$ cat config.mk
export PLATFORM = sky130hd
export DESIGN_NAME = v8_peak_detector
export DESIGN_NICKNAME = d
export VERILOG_FILES = /design/src/rtl/package_settings.sv /design/src/rtl/v8_parameters.sv /design/src/rtl/v8_peak_detector.sv
export SDC_FILE = /design/constraint.sdc
export NUM_CORES = 1
export LEC_CHECK = 0
export ABC_AREA = 0
export CORE_MARGIN = 2
export CORE_UTILIZATION = 28
export CTS_CLUSTER_DIAMETER = 150
export DETAILED_ROUTE_END_ITERATION = 10
export PLACE_DENSITY = 0.56
export SLEW_MARGIN = 5
export SYNTH_ARGS = -nofsm -noshare
export SYNTH_HDL_FRONTEND = slang
export SYNTH_SLANG_ARGS = --single-unit
export TNS_END_PERCENT = 5
$ cat constraint.sdc
create_clock -name clk -period 5.76 [get_ports clk]
set_clock_uncertainty 0.1 [all_clocks]
set_input_delay 1.44 -clock clk [delete_from_list [all_inputs] [get_ports clk]]
set_output_delay 1.44 -clock clk [all_outputs]
set_load 0.005 [all_outputs]
$ cat src/rtl/package_settings.sv
// package_settings: data-path widths shared across the filter chain.
package package_settings;

    // Width of the shaped filter output sample (signed two's complement).
    localparam int SIZE_FILTER_DATA = 16;

endpackage : package_settings

$ cat src/rtl/v8_parameters.sv
// v8_parameters: FSM state encoding and default parameter values for
// v8_peak_detector.
package v8_parameters;

    // Pulse detection states.
    typedef enum logic [1:0] {
        S_IDLE    = 2'd0,
        S_ABOVE   = 2'd1,
        S_HOLDOFF = 2'd2
    } state_t;

    localparam int DEF_THRESHOLD  = 100;
    localparam int DEF_HOLDOFF    = 4;
    localparam int DEF_MAX_WIDTH  = 16;
    localparam int DEF_TIME_WIDTH = 32;

endpackage : v8_parameters

$ cat src/rtl/v8_peak_detector.sv
// v8_peak_detector: finds the maximum sample of each over-threshold pulse,
// timestamps it, and presents it through a one-deep valid/ready slot.
// Events that complete while the slot is occupied are dropped and counted.
// Optional feature: define V8_PILEUP_REJECT_EN to discard pulses that stay
// above threshold for more than MAX_WIDTH samples (counted in rejected_count).
module v8_peak_detector
    import package_settings::*;
    import v8_parameters::*;
#(
    parameter int THRESHOLD  = DEF_THRESHOLD,
    parameter int HOLDOFF    = DEF_HOLDOFF,
    parameter int MAX_WIDTH  = DEF_MAX_WIDTH,
    parameter int TIME_WIDTH = DEF_TIME_WIDTH
) (
    input  logic                               clk,
    input  logic                               reset,
    input  logic signed [SIZE_FILTER_DATA-1:0] input_data,
    output logic signed [SIZE_FILTER_DATA-1:0] peak_amplitude,
    output logic        [TIME_WIDTH-1:0]       peak_time,
    output logic                               peak_valid,
    input  logic                               peak_ready,
    output logic        [15:0]                 dropped_count,
    output logic        [15:0]                 rejected_count
);

    localparam logic signed [SIZE_FILTER_DATA-1:0] THRESH_VAL = SIZE_FILTER_DATA'(THRESHOLD);
    // Holdoff counter is loaded with HOLDOFF and counts down to 1; HOLDOFF of
    // 0 or 1 both give a single ignored cycle before IDLE.
    localparam int                  HOLD_W    = (HOLDOFF < 2) ? 1 : $clog2(HOLDOFF + 1);
    localparam logic [HOLD_W-1:0]   HOLD_LOAD = HOLD_W'(HOLDOFF);
    localparam logic [HOLD_W-1:0]   HOLD_ONE  = HOLD_W'(1);

    if (HOLDOFF < 0 || MAX_WIDTH < 1) begin : g_param_check
        $error("v8_peak_detector: HOLDOFF must be >= 0 and MAX_WIDTH >= 1");
    end

    state_t                               state;
    logic        [TIME_WIDTH-1:0]         timestamp;
    logic signed [SIZE_FILTER_DATA-1:0]   max_value;
    logic        [TIME_WIDTH-1:0]         max_time;
    logic        [HOLD_W-1:0]             hold_cnt;

    logic over_thr;
    logic above_max;
    logic event_done;
    logic event_reject;
    logic event_accept;

    assign over_thr     = input_data > THRESH_VAL;
    assign above_max    = input_data > max_value;
    // A pulse completes on the first sub-threshold sample seen in ABOVE.
    assign event_done   = (state == S_ABOVE) && !over_thr;
    assign event_accept = event_done && !event_reject;

    // Free-running timestamp; wraps naturally from all-ones to zero.
    always_ff @(posedge clk or posedge reset) begin
        if (reset) begin
            timestamp <= '0;
        end else begin
            timestamp <= timestamp + TIME_WIDTH'(1);
        end
    end

    // Detection FSM: track pulse maximum (earliest time wins on ties), then hold off.
    always_ff @(posedge clk or posedge reset) begin
        if (reset) begin
            state     <= S_IDLE;
            max_value <= '0;
            max_time  <= '0;
            hold_cnt  <= '0;
        end else begin
            case (state)
                S_IDLE: begin
                    if (over_thr) begin
                        state     <= S_ABOVE;
                        max_value <= input_data;
                        max_time  <= timestamp;
                    end
                end
                S_ABOVE: begin
                    if (!over_thr) begin
                        state    <= S_HOLDOFF;
                        hold_cnt <= HOLD_LOAD;
                    end else if (above_max) begin
                        max_value <= input_data;
                        max_time  <= timestamp;
                    end
                end
                S_HOLDOFF: begin
                    if (hold_cnt <= HOLD_ONE) begin
                        state <= S_IDLE;
                    end else begin
                        hold_cnt <= hold_cnt - HOLD_ONE;
                    end
                end
                default: begin
                    state <= S_IDLE;
                end
            endcase
        end
    end

`ifdef V8_PILEUP_REJECT_EN
    // Counter saturates one past MAX_WIDTH, which is enough to flag pile-up.
    localparam int                 WIDTH_W     = $clog2(MAX_WIDTH + 2);
    localparam logic [WIDTH_W-1:0] WIDTH_LIMIT = WIDTH_W'(MAX_WIDTH);

    logic [WIDTH_W-1:0] width_cnt;
    logic [15:0]        rejected_reg;

    // Count over-threshold samples of the current pulse, including the first.
    always_ff @(posedge clk or posedge reset) begin
        if (reset) begin
            width_cnt <= '0;
        end else if (state == S_IDLE && over_thr) begin
            width_cnt <= WIDTH_W'(1);
        end else if (state == S_ABOVE && over_thr && width_cnt <= WIDTH_LIMIT) begin
            width_cnt <= width_cnt + WIDTH_W'(1);
        end
    end

    assign event_reject = event_done && (width_cnt > WIDTH_LIMIT);

    // Saturating count of pulses discarded as pile-up.
    always_ff @(posedge clk or posedge reset) begin
        if (reset) begin
            rejected_reg <= '0;
        end else if (event_reject && rejected_reg != 16'hFFFF) begin
            rejected_reg <= rejected_reg + 16'd1;
        end
    end

    assign rejected_count = rejected_reg;
`else
    assign event_reject   = 1'b0;
    assign rejected_count = 16'd0;
`endif

    // Output slot: load on completion when free or draining this edge, else drop.
    always_ff @(posedge clk or posedge reset) begin
        if (reset) begin
            peak_amplitude <= '0;
            peak_time      <= '0;
            peak_valid     <= 1'b0;
            dropped_count  <= '0;
        end else begin
            if (event_accept && (!peak_valid || peak_ready)) begin
                peak_amplitude <= max_value;
                peak_time      <= max_time;
                peak_valid     <= 1'b1;
            end else if (peak_valid && peak_ready) begin
                peak_valid <= 1'b0;
            end
            if (event_accept && peak_valid && !peak_ready && dropped_count != 16'hFFFF) begin
                dropped_count <= dropped_count + 16'd1;
            end
        end
    end

endmodule : v8_peak_detector

==> flow_summary.toml, run 1 <==
[status]
outcome = "finished clean"

[sta]
hold_violations = 0
fin_crit_sh = 0.7056
tns_ps = 0
fin_ws_ps = 1696
timing.slew.headroom = 0.4586
setup_viol_count_final = 0
tightest_slew_ps = 812.0
max_freq_mhz = 246.0
slew_violations = 0
hold_slack_ps = 374.0
period_minus_slack_ps = 4064
rsz0062_at_grt = "false"

[flow_run]
max_cap_viol_count = 0

[floorplan]
die-area_um2 = 24880
dieHeight_um = 157.7
rows = 56
dieWidth_um = 157.7
initial_core_util = 0.2836
fp.coreArea_um2 = 23330
ios = 100

[global_routing]
grt_pass1_wl_um = 22040
groute.usage.overall = 0.1158
grt_pass1_vias = 4091
grt_max_degree = 89
grt-ovfl-total = 0
antenna_found_initial = 0

[drt]
first_pass_iters = 4
vias = 3965
postRouteAntennaNets = 0
avgRoutedWirePerCell_um = 14.66
routed_via_density = 4.286
drc = 0
routed_wl_um = 13560
drtIter0Drc = 109

[clock_tree]
clock_sinks = 150
post_cts_buffers = 0
cts_buffer_depth = 2
cts_resized = 0
ctsHoldBuffers = 0
clock-root-buffer = "clkbuf_16"
htree_levels = 4
clk_latency_ps = 420
cts.clk_slew.worst_paths_ps = 60
cts_tree = "yes"
numCtsBuffers = 17

[logic_synthesis]
synthArstFlopShare = 1.000
synth.top_cell.area_share = 0.5672
synth_top_area_cell = "dfrtp_1"
synth_warnings = 0
syn_area_um2 = 6618
synth-edff-count = 0
synthTopCellsByCount = "150 x dfrtp_1, 77 x mux2_2, 29 x nand2_1, 26 x inv_1, 26 x xnor2_1"
postSynthCellCount = 498
yosysMostFrequentCell = "dfrtp_1"
avgSynthCellArea_um2 = 13.29
ys.flop_type = "dfrtp_1"
synth_seq_cells = 150
synth.area.top_cells = "dfrtp_1 57%, mux2_2 13%, mux2_4 4.3%, ha_1 3.8%, xnor2_1 3.4%"
yosys.cell_types.count = 44
ys_seq_area_frac = 0.5672

[layout]
area_growth_pct = 25.90
multi_input_area_um2 = 2618
ff_latch_area_um2 = 3754
nNetsFinal = 632
layout-drive-gt1-share = 0.2261
fillers = 2244
diodes = 0

[min_path]
hold_start = "timestamp[31]$_DFF_PP0_"
hold-path-cell-count = 1
min_path_type = "register to register"

[critical_path]
cp_data_required_time_ps = 5960
cp_slowest_cell = "clkdlybuf4s50_1"
slowest_delay_ps = 460
r2r_cells = 9
worstSetupPathType = "input port to register"
critPathArrivalTime_ps = 4260
crit_chain = "clkdlybuf4s50_1 -> ha_1 -> a21oi_1 -> o21bai_1 -> a211o_1 -> o311a_1 -> o21bai_4 -> buf_4 -> mux2_2"
worst-path-max-fanout = 29
crit_start = "input_data[11]"
cp-start-kind = "input port"
r2r-start = "max_value[11]$_DFFE_PP0P_"
end_kind = "register"

[place]
dp_hpwl_um = 9494
port_buffers = 83
dp_slack_ps = 1240
gp_congestion = 0.7983

[power_and_ir_drop]
power_density_nw_per_um2 = 397.5
total_power_w = 0.003312
cellLeakagePower_nw = 3.893
irDropWorstVdd_mv = 0.2168
registers in the layout (all words and copies together) (netlist names), 2 cells and up:
name / count
max_value: 16
peak_amplitude: 16
hold_cnt: 3
timestamp: 32
max_time: 32
dropped_count: 16
peak_time: 32
state: 2
cells in the final DEF (no fill, tap or decap), types with 6 or more instances in the layout:
cell type        synthesis  final
clkbuf_16                0     17
a21oi_1                  6      6
inv_1                   26     25
nand2_1                 29     29
xor2_1                  20     20
mux2_2                  77     77
conb_1                   1     16
nand4_1                 10     10
dfrtp_1                150    150
and4_1                   6      6
nand3_1                 16     16
mux2_4                  19     19
ha_1                    20     20
clkdlybuf4s50_1          0     83
xnor2_1                 26     26
nor2_1                  21     21
where the power goes:
group          switching, W  internal [W]
sequential         0.000125       0.00122
clock              0.000439      0.000682
combinational      0.000355      0.000487
total              0.000919       0.00239
final timing paths:
kind,slack (ps),to
worst max-delay path,1700,max_time[18]$_DFFE_PP0P_
worst min-delay path,370,timestamp[31]$_DFF_PP0_
worst max register to register,2760,max_time[18]$_DFFE_PP0P_
worst min register to register,370,timestamp[31]$_DFF_PP0_
max in group asynchronous,3120,peak_amplitude[10]$_DFFE_PP0P_
min in group asynchronous,1450,peak_time[21]$_DFFE_PP0P_
final cells by class:
class                           count  share of cell area
Clock inverter                     12             0.01847
Inverter                           26             0.01231
Multi-Input combinational cell    310              0.3142
Sequential cell                   150              0.4505
Timing Repair Buffer               88              0.1042
Clock buffer                       20             0.05241
Tap cell                          319             0.04791
per-stage QoR:
step / utilization / cells / instance area (um2)
after floorplan: - / 513 / 6674
after global placement: 0.3318 / 893 / 7741
after detailed placement: 0.3318 / 893 / 7741
after CTS: 0.3571 / 925 / 8332
after global routing: 0.3571 / 925 / 8332
final: 0.3571 / 925 / 8332
cell families after synthesis:
kind of cell / after synthesis / synth area share
compound gates: 25 / 0.02723
xor+xnor: 46 / 0.06088
fa+ha+maj: 20 / 0.03781
buf+inv: 53 / 0.04689
flops: 150 / 0.5672
mux: 97 / 0.1756
other cells: 1 / 0.0005667
simple gates: 106 / 0.08376
layer usage:
layer / up-vias / track usage / part of all wire
li1: 1880 / - / -
met1: 1991 / 0.1492 / 0.46
met2: 72 / 0.1880 / 0.48
met3: 22 / 0.02573 / 0.040
met4: 0 / 0.04805 / 0.019
met5: - / 0 / 0
critical path, delay by kind of cell:
family | cells | cell delay [ps]
compound gates | 5 | 1160
fa+ha+maj | 1 | 350
buf+inv | 2 | 890
mux | 1 | 400
Power figures use the tool's default switching activity.
==> run 2, diff against run 1 <==
- clock period: 5.76 -> 3.65 ns (I/O delays scaled with it)
==> flow_summary.toml, run 2 (synthesis results as in run 1) <==
[critical_path]
cp_data_required_time_ps = 3850
crit_chain = "clkdlybuf4s50_1 -> ha_1 -> a21oi_1 -> o21ai_0 -> a211o_1 -> o311a_1 -> o21bai_4 -> buf_12 -> mux2_2"
cp-start-kind = "input port"
end_kind = "register"
critPathArrivalTime_ps = 3430
worst-path-max-fanout = 24
worstSetupPathType = "input port to register"
slowest_delay_ps = 440
cp_slowest_cell = "clkdlybuf4s50_1"

[floorplan]
fp.coreArea_um2 = 23330
rows = 56
dieWidth_um = 157.7
initial_core_util = 0.2836
die-area_um2 = 24880
ios = 100
dieHeight_um = 157.7

[place]
placedCellCount = 899
dp_slack_ps = -10.05
gp_congestion = 0.7824
place_area_um2 = 7848
dp_hpwl_um = 8976
port_buffers = 83

[clock_tree]
cts.clk_slew.worst_paths_ps = 60
numCtsBuffers = 17
htree_levels = 4
cts_resized = 0
clock-root-buffer = "clkbuf_16"
clock_sinks = 150
ctsHoldBuffers = 0
cts_tree = "yes"
post_cts_buffers = 0
clk_latency_ps = 420
cts_buffer_depth = 2

[sta]
period_minus_slack_ps = 3234
tns_ps = 0
hold_violations = 0
max_freq_mhz = 309.2
rsz0062_at_grt = "false"
hold_slack_ps = 383.3
setup_viol_count_final = 0
fin_ws_ps = 416.0
fin_crit_sh = 0.8860
slew_violations = 0

[layout]
final_cell_area_um2 = 8392
layout-drive-gt1-share = 0.2291
reg_top3 = "max_time: 32 flops, peak_time: 32 flops, timestamp: 32 flops"
fin_cells = 930
nNetsFinal = 638
area_growth_pct = 26.81
final_cell_mix = "150 x dfrtp_1, 83 x clkdlybuf4s50_1, 77 x mux2_2, 29 x nand2_1, 26 x xnor2_1"
diodes = 0
final_common_cell = "dfrtp_1"

[drt]
routed_via_density = 4.265
drc = 0
vias = 3966
routed_wl_um = 12840
avgRoutedWirePerCell_um = 13.80
postRouteAntennaNets = 0
drtIter0Drc = 159
first_pass_iters = 4

[global_routing]
antenna_found_initial = 0
grt_pass1_vias = 4164
grt_pass1_wl_um = 21290
grt-ovfl-total = 0
grt_max_degree = 82
groute.usage.overall = 0.1107

[flow_run]
max_cap_viol_count = 0

[power_and_ir_drop]
irDropWorstVdd_mv = 0.2781
power_density_nw_per_um2 = 608.8
cellLeakagePower_nw = 3.923

[min_path]
min_path_type = "register to register"

[status]
outcome = "finished clean"
==> run 2: changes by cell type in the layout (fill, tap and decap cells not counted), sizes merged <==
cell / delta
inv: -1
buf: +6
clkinv: -2
bufinv: -2
clkbuf: +4
==> run 2: through the flow <==
step                      utilization  power [W]
final                          0.3597   0.005109
after global routing           0.3597   0.005427
after CTS                      0.3597   0.005203
after detailed placement       0.3363   0.003545
after global placement         0.3363   0.003495
after floorplan                     -   0.003002
==> run 2: critical path: cells and delay by family <==
family	cells	cell delay [ps]
AOI/OAI and AO/OA	5	1150
buffers and inverters	2	660
muxes	1	360
adders and majority gates	1	330
==> run 2: area by class of cell <==
type | count | area (um2)
clock buffer | 24 | 471.7
clock inverter | 7 | 72.57
fill | 2252 | 14940
inverter | 26 | 101.3
multi-input combinational | 310 | 2618
sequential | 150 | 3754
tap | 319 | 399.1
timing repair buffer | 94 | 975.9
==> run 2: final timing paths <==
path / from / end / slack, ps / cells after the start
worst max-delay path: input_data[7] / max_time[22]$_DFFE_PP0P_ / 420 / 9
worst min-delay path: timestamp[31]$_DFF_PP0_ / timestamp[31]$_DFF_PP0_ / 380 / 1
worst max register to register: max_value[7]$_DFFE_PP0P_ / max_time[22]$_DFFE_PP0P_ / 980 / 9
worst min register to register: timestamp[31]$_DFF_PP0_ / timestamp[31]$_DFF_PP0_ / 380 / 1
max in group asynchronous: reset / timestamp[29]$_DFF_PP0_ / 2140 / 3
min in group asynchronous: reset / peak_time[3]$_DFFE_PP0P_ / 650 / 2
==> run 2: where the power goes <==
group / internal [W] / switching, W / leakage [nW] / total, W
sequential: 0.00193 / 0.000197 / 1.97 / 0.00213
combinational: 0.000812 / 0.000541 / 1.69 / 0.00135
clock: 0.000971 / 0.000654 / 0.261 / 0.00162
==> run 2: per-layer routing <==
metal	routed length (um)	GRT usage	up-vias	part of all wire
li1	-	-	1882	-
met1	6021	0.1415	1994	0.47
met2	6062	0.1741	74	0.47
met3	530	0.03449	16	0.041
met4	221	0.04459	0	0.017
met5	0	0	-	0
==> run 3, diff against run 2 <==
- ABC_CLOCK_PERIOD_IN_PS: unset -> 3650
==> results of run 3 <==
Final layout, timing and power as in run 2 (identical DEF).
